<file path="src/rtl/debouncer_botoes.sv">
// rtl/debouncer_botoes.sv - five-channel push-button debouncer feeding the 2-bit adder
// Outputs stay active-low; changed pulses one cycle after any debounced bit moves.
module debouncer_botoes #(
  parameter int DEBOUNCE_CYCLES = 50000
) (
  input  logic       clk,
  input  logic       rst,
  input  logic [1:0] btn_a,
  input  logic [1:0] btn_b,
  input  logic       btn_cin,
  output logic [1:0] a_db,
  output logic [1:0] b_db,
  output logic       cin_db,
  output logic       changed
);

  localparam int CW = $clog2(DEBOUNCE_CYCLES);
  localparam logic [CW-1:0] CNT_LAST = CW'(DEBOUNCE_CYCLES - 1);
  localparam logic [0:0] ST_STABLE   = 1'b0;
  localparam logic [0:0] ST_SETTLING = 1'b1;

  logic [4:0] raw;
  logic [4:0] sync1;
  logic [4:0] sync2;
  logic [4:0] stable;
  logic [4:0] stable_d;

  // Bit order: a[1], a[0], b[1], b[0], cin
  assign raw = {btn_a, btn_b, btn_cin};

  always_ff @(posedge clk or posedge rst) begin
    if (rst) begin
      sync1 <= '1;
      sync2 <= '1;
    end else begin
      sync1 <= raw;
      sync2 <= sync1;
    end
  end

  genvar ch;
  generate
    for (ch = 0; ch < 5; ch++) begin : g_ch
      logic [0:0]    state;
      logic [CW-1:0] cnt;
      logic          stb;

      always_ff @(posedge clk or posedge rst) begin
        if (rst) begin
          state <= ST_STABLE;
          cnt   <= '0;
          stb   <= 1'b1;
        end else begin
          case (state)
            ST_STABLE: begin
              if (sync2[ch] != stb) begin
                state <= ST_SETTLING;
                cnt   <= CW'(1);
              end
            end
            default: begin
              if (sync2[ch] == stb) begin
                state <= ST_STABLE;
                cnt   <= '0;
              end else if (cnt == CNT_LAST) begin
                stb   <= ~stb;
                state <= ST_STABLE;
                cnt   <= '0;
              end else begin
                cnt <= cnt + CW'(1);
              end
            end
          endcase
        end
      end

      assign stable[ch] = stb;
    end
  endgenerate

  // Comparing against a delayed copy merges simultaneous flips into one pulse.
  always_ff @(posedge clk or posedge rst) begin
    if (rst) begin
      stable_d <= '1;
      changed  <= 1'b0;
    end else begin
      stable_d <= stable;
      changed  <= |(stable ^ stable_d);
    end
  end

  assign a_db   = stable[4:3];
  assign b_db   = stable[2:1];
  assign cin_db = stable[0];

endmodule

</file>
<file path="config.mk">
export PLATFORM = sky130hd
export DESIGN_NAME = debouncer_botoes
export DESIGN_NICKNAME = d
export VERILOG_FILES = /design/src/rtl/debouncer_botoes.sv
export SDC_FILE = /design/constraint.sdc
export NUM_CORES = 1
export LEC_CHECK = 0
export ABC_AREA = 1
export BUFFER_PORTS_ARGS = -buffer_cell sky130_fd_sc_hd__buf_4
export CORE_UTILIZATION = 66
export CTS_BUF_LIST = sky130_fd_sc_hd__clkbuf_8
export DETAILED_ROUTE_END_ITERATION = 10
export HOLD_SLACK_MARGIN = 0.1
export PLACE_DENSITY = 0.83
export RECOVER_POWER = 25
export SYNTH_ARGS = -nofsm -noshare
export SYNTH_HDL_FRONTEND = slang
export SYNTH_SLANG_ARGS = --single-unit
</file>
<file path="constraint.sdc">
create_clock -name clk -period 6.6 [get_ports clk]
set_input_delay 0.99 -clock clk [delete_from_list [all_inputs] [get_ports clk]]
set_output_delay 0.99 -clock clk [all_outputs]
set_load 0.03 [all_outputs]
</file>
=== Word level (Yosys, flattened, before mapping) ===
Index checks and enable logic that the tools add are counted.

* Add/subtract/negate cells: 5
* Multiplexer cells: 40
* Eq/ne operators: 15
* Bitwise gates (word level): 11
* Reduce and logical (&&, ||, !) cells: 11

{| class="wikitable"
|+ Operators by type and width
! kind !! number
|-
| $mux W16 || 20
|-
| $add A16 B1 Y16 const B || 5
|-
| $eq A16 B16 Y1 const B || 5
|-
| $mux W1 || 20
|-
| $reduce_and A3 Y1 || 5
|-
| $not A1 Y1 || 10
|-
| $reduce_bool A2 Y1 || 5
|-
| $eq A1 B1 Y1 || 5
|-
| $ne A1 B1 Y1 || 5
|-
| $reduce_or A5 Y1 || 1
|-
| $xor A5 B5 Y5 || 1
|}

* Input port bits: 7
* Register bits after elaboration: 106
* Output and inout port bits: 6

=== Logic depth before layout (Yosys ltp) ===
* Word-level depth: 4
* Mapped depth: 10
* Mapped depth without buffers: 10

=== Worst setup path before layout ===
OpenSTA, ideal clock, no wires.

* Path kind: register to output
* From: register g_ch[3].stb
* To: output port a_db[0]
* Setup slack: 4.876 ns
* Stages on the path, launching flop included: 2
* Data arrival time: 0.734 ns
* Path through: dfstp_2 buf_4

{| class="wikitable"
|+ RTL lines
! what !! line !! text
|-
| start, declared || 46 || <nowiki>logic stb;</nowiki>
|-
| start signal, assigned || 66 || <nowiki>stb <= ~stb;</nowiki>
|-
| end, declared || 11 || <nowiki>output logic [1:0] a_db,</nowiki>
|}

No word-level cell between the ends.

==> summary by stage <==
Worst setup path
STA classifies the critical path startpoint as a primary input. The critical path ends at g_ch[2].cnt[4]$_DFFE_PP0P_. Tracing the worst setup path back leads to its startpoint at rst. The destination of the worst register-to-register timing path is g_ch[3].cnt[4]$_DFFE_PP0P_.

STA puts the critical path data arrival time at 2.87 ns. Along the worst path, the maximum fanout reaches 68. At the worst endpoint, the required time is 6.99 ns. The depth of the worst register-to-register path is 8.

The critical path class is primary input to asynchronous set/reset pin. The source of the worst register-to-register timing path is g_ch[3].cnt[0]$_DFFE_PP0P_. For flop-to-flop paths, the worst setup slack is 4.72 ns. STA classifies the critical path endpoint as an asynchronous set/reset pin.

Clock tree
Buffers added to address setup during post-CTS repair amount to 0. Counting along the longest clock path gives a buffer depth of 2. The latest clock arrival within the worst-skew pair is 0.36 ns. The root buffer cell is clkbuf_8.

The total clock sinks is around 110. The number of hold buffers added after CTS was 0. Once the clock tree was built, the resizer swapped 0 gates to a different size. The clock tree synthesis step divided the H-tree into 3 levels. TritonCTS built the clock tree. The CTS clock-pin slew for the worst setup and hold paths is 0.09 ns. TritonCTS created 9 clock buffers.

Global route
The global-route wire length before repair is 19500 µm. In the global route stage, overall resource usage came out at about 27%. Entering global routing, the biggest net connects 69 pins. The via count of the first global-routing pass came to 4613. The number of antenna violations at the first check in global routing was 0.

The total overflow reported by the global router is 0.

STA
The max-slew violation count was 40. Headroom to the max-slew limit came out at -7.89%. The final critical delay including setup and external delays is about 2.5 ns. The final hold slack is 0.360 ns.

The transition time at the pin with the least slew margin is 1.61 ns. Setup repair after global routing left no endpoint under its margin. The total count of hold-check failures in the final report is 0. Setup slack closes at about 4.1 ns. The achievable clock frequency is 404 MHz. The final-report setup violation count is 0. The worst path uses a little under two fifths of the clock period. The clock arrives with 0.0100 ns of skew. Adding up every negative setup slack in the final design gives 0 ns.

Cells and area
The final standard cell count with taps included and fillers excluded is ~910. Counting the fill cells in the layout gives approximately 680. From synthesis to final layout, the design area changed by 6.37%.

The share of layout cells above drive strength 1 is 7.46%. In the layout the commonest cells are nand2_1 (245), inv_1 (103), nor2_1 (88), dfrtp_1 (86), nand3_1 (69). In the final design database the tool counted 811 nets.

The finished cells cover 6230 µm². 0 antenna diodes ended up in the layout. The end-of-flow core utilization is 72.1%. The most common cell after layout, fill and taps aside is nand2_1.

Drt
After detailed routing, the number of remaining DRC violations is 0. The remaining antenna violation count after routing is 0. The highest layer used for signal routing is met4. After detailed routing, the wire length on met1 is 5150 µm. In the detailed route, the total length drawn on met2 is roughly 5700 µm.

The mean number of vias per cell is 5.48. The first detailed-routing pass ran for 5 iterations. After the first detailed-routing iteration, the DRC count stood at 252. Detailed routing inserted a total of 4999 vias. Summed over all nets, wire length on met3 after detailed routing comes to ~530 µm.

The detailed-route wire length is 11600 µm. The average wire length per cell after detail routing is about 13 µm.

Power
The design draws 1.17 mW. The share of total power dissipated in the clock network is 36.2%. The analysis attributes to cell leakage a power of 2.89 nW. The relative contribution of combinational cells to total power is 5.6%. VDD sags by at most 0.160 mV. Summed over all nets, the switching power comes to 0.268 mW.

In this run the power density over the cells is 188 nW/µm². The share of total power in sequential cells is about three fifths. The internal portion of the total power is between 0.9 and 1 mW.

The switching share of total power is around 23%.

Worst hold path
The type of the most critical hold path is flip-flop to flip-flop. Counting instances, the worst hold path has a depth of 0.

Floorplan
During I/O placement, the number of pins put on the boundary was 13. The floorplan has 34 rows. The die covers 9250 µm². The floorplan step set the die height to 96.2 µm. The width of the die is around 96 µm. Once the floorplan was initialized, standard cells occupied 67.8% of the core. The area of the core region is 8640 µm².

Job
The max-capacitance violation count is 1.

Synthesis
Counting distinct cell types in the post-synthesis netlist gives 30. The count of yosys warnings during synthesis is 0. In this run the mean area of a mapped cell was 7.45 µm². The cell area that synthesis handed to floorplanning was 5860 µm². The number of register bits inferred by synthesis is 106. The sequential element share of the synthesized area is 45.7%.

Synthesis produced a netlist with a net count of 798. The number of instances in the synthesized netlist is approximately 800.

Placed design
The total placed cells including tap cells is 896. The HPWL reported at the end of detailed placement is 8370 µm. The number of port buffers is 12. Routability-driven placement finished with a final weighted congestion of 0.929. Timing analysis after detailed placement gives a worst setup slack of around 4.3 ns. The area of placed instances is 6020 µm².

Outcome
The checks that failed: max-capacitance violations, max-slew violations. The run finished, with violations left.
==> Yosys cell counts (all sizes together) <==
library cell | number | area [µm²]
and2 | 2 | 12.5
o21bai | 4 | 30.0
o22ai | 15 | 93.8
clkbuf | 1 | 3.75
nor4 | 2 | 12.5
or2 | 6 | 37.5
ha | 5 | 62.6
xnor2 | 4 | 35.0
buf | 10 | 72.6
inv | 103 | 387
nand3 | 72 | 375
nand2 | 246 | 926
a21oi | 4 | 20.0
nor2 | 92 | 360
clkinv | 1 | 3.75
o41ai | 2 | 17.5
dfrtp | 86 | 2150
nand4 | 14 | 87.6
o21ai | 42 | 210
nand3b | 1 | 7.51
dfstp | 20 | 526
xor2 | 37 | 339
nor3 | 17 | 85.1
==> worst min-delay path by stage <==
stage | from | endpoint | slack (ns)
global placement | sync1[4]$_DFF_PP1_ | sync2[4]$_DFF_PP1_ | 0.35
global route | sync1[0]$_DFF_PP1_ | sync2[0]$_DFF_PP1_ | 0.37
finish | sync1[2]$_DFF_PP1_ | sync2[2]$_DFF_PP1_ | 0.36
floorplan | sync1[0]$_DFF_PP1_ | sync2[0]$_DFF_PP1_ | 0.35
detailed placement | sync1[2]$_DFF_PP1_ | sync2[2]$_DFF_PP1_ | 0.35
CTS | sync1[2]$_DFF_PP1_ | sync2[2]$_DFF_PP1_ | 0.36
==> flip-flops by register name, indices dropped and copies added, names as in the netlist <==
signal / cells
changed: 1
cin_db: 1
sync2: 5
g_ch.state: 5
stable_d: 5
g_ch.stb: 4
sync1: 5
g_ch.cnt: 80
==> critical path, stage by stage <==
cell	delay, ns
clkbuf_4	0.11
clkinvlp_2	0.92
buf_4	0.80
==> power groups by stage <==
stage | clock network [mW] | registers, mW | logic, mW
6_report | 0.423 | 0.681 | 0.0656
5_1_grt | 0.457 | 0.683 | 0.0771
3_5_place_dp | 0 | 0.693 | 0.0672
3_3_place_gp | 0 | 0.692 | 0.0632
4_1_cts | 0.437 | 0.681 | 0.0675
2_1_floorplan | 0 | 0.689 | 0.0501
==> logic make-up after synthesis <==
| family | count (synthesis) | share of synthesized area [%] |
|---|---|---|
| simple gates | 452 | 32.5 |
| buf+inv | 115 | 7.97 |
| flops | 106 | 45.7 |
| compound gates | 67 | 6.34 |
| xor+xnor | 41 | 6.39 |
| fa+ha+maj | 5 | 1.07 |
==> per-layer routing <==
layer / up-vias / track usage, %
met3: 23 / 5.45
met2: 127 / 48.2
li1: 2502 / -
met1: 2347 / 33.0
met5: - / 0
met4: 0 / 7.96
==> layout make-up <==
class	instances	area [µm²]	area share (%)
timing repair buffer	13	97.6	1.57
tap	108	135	2.17
inverter	104	392	6.29
clock inverter	7	91.3	1.47
multi-input combinational	565	2710	43.5
sequential	106	2680	43.0
clock buffer	9	124	1.99
No activity file was read; power rests on OpenSTA's default activity.
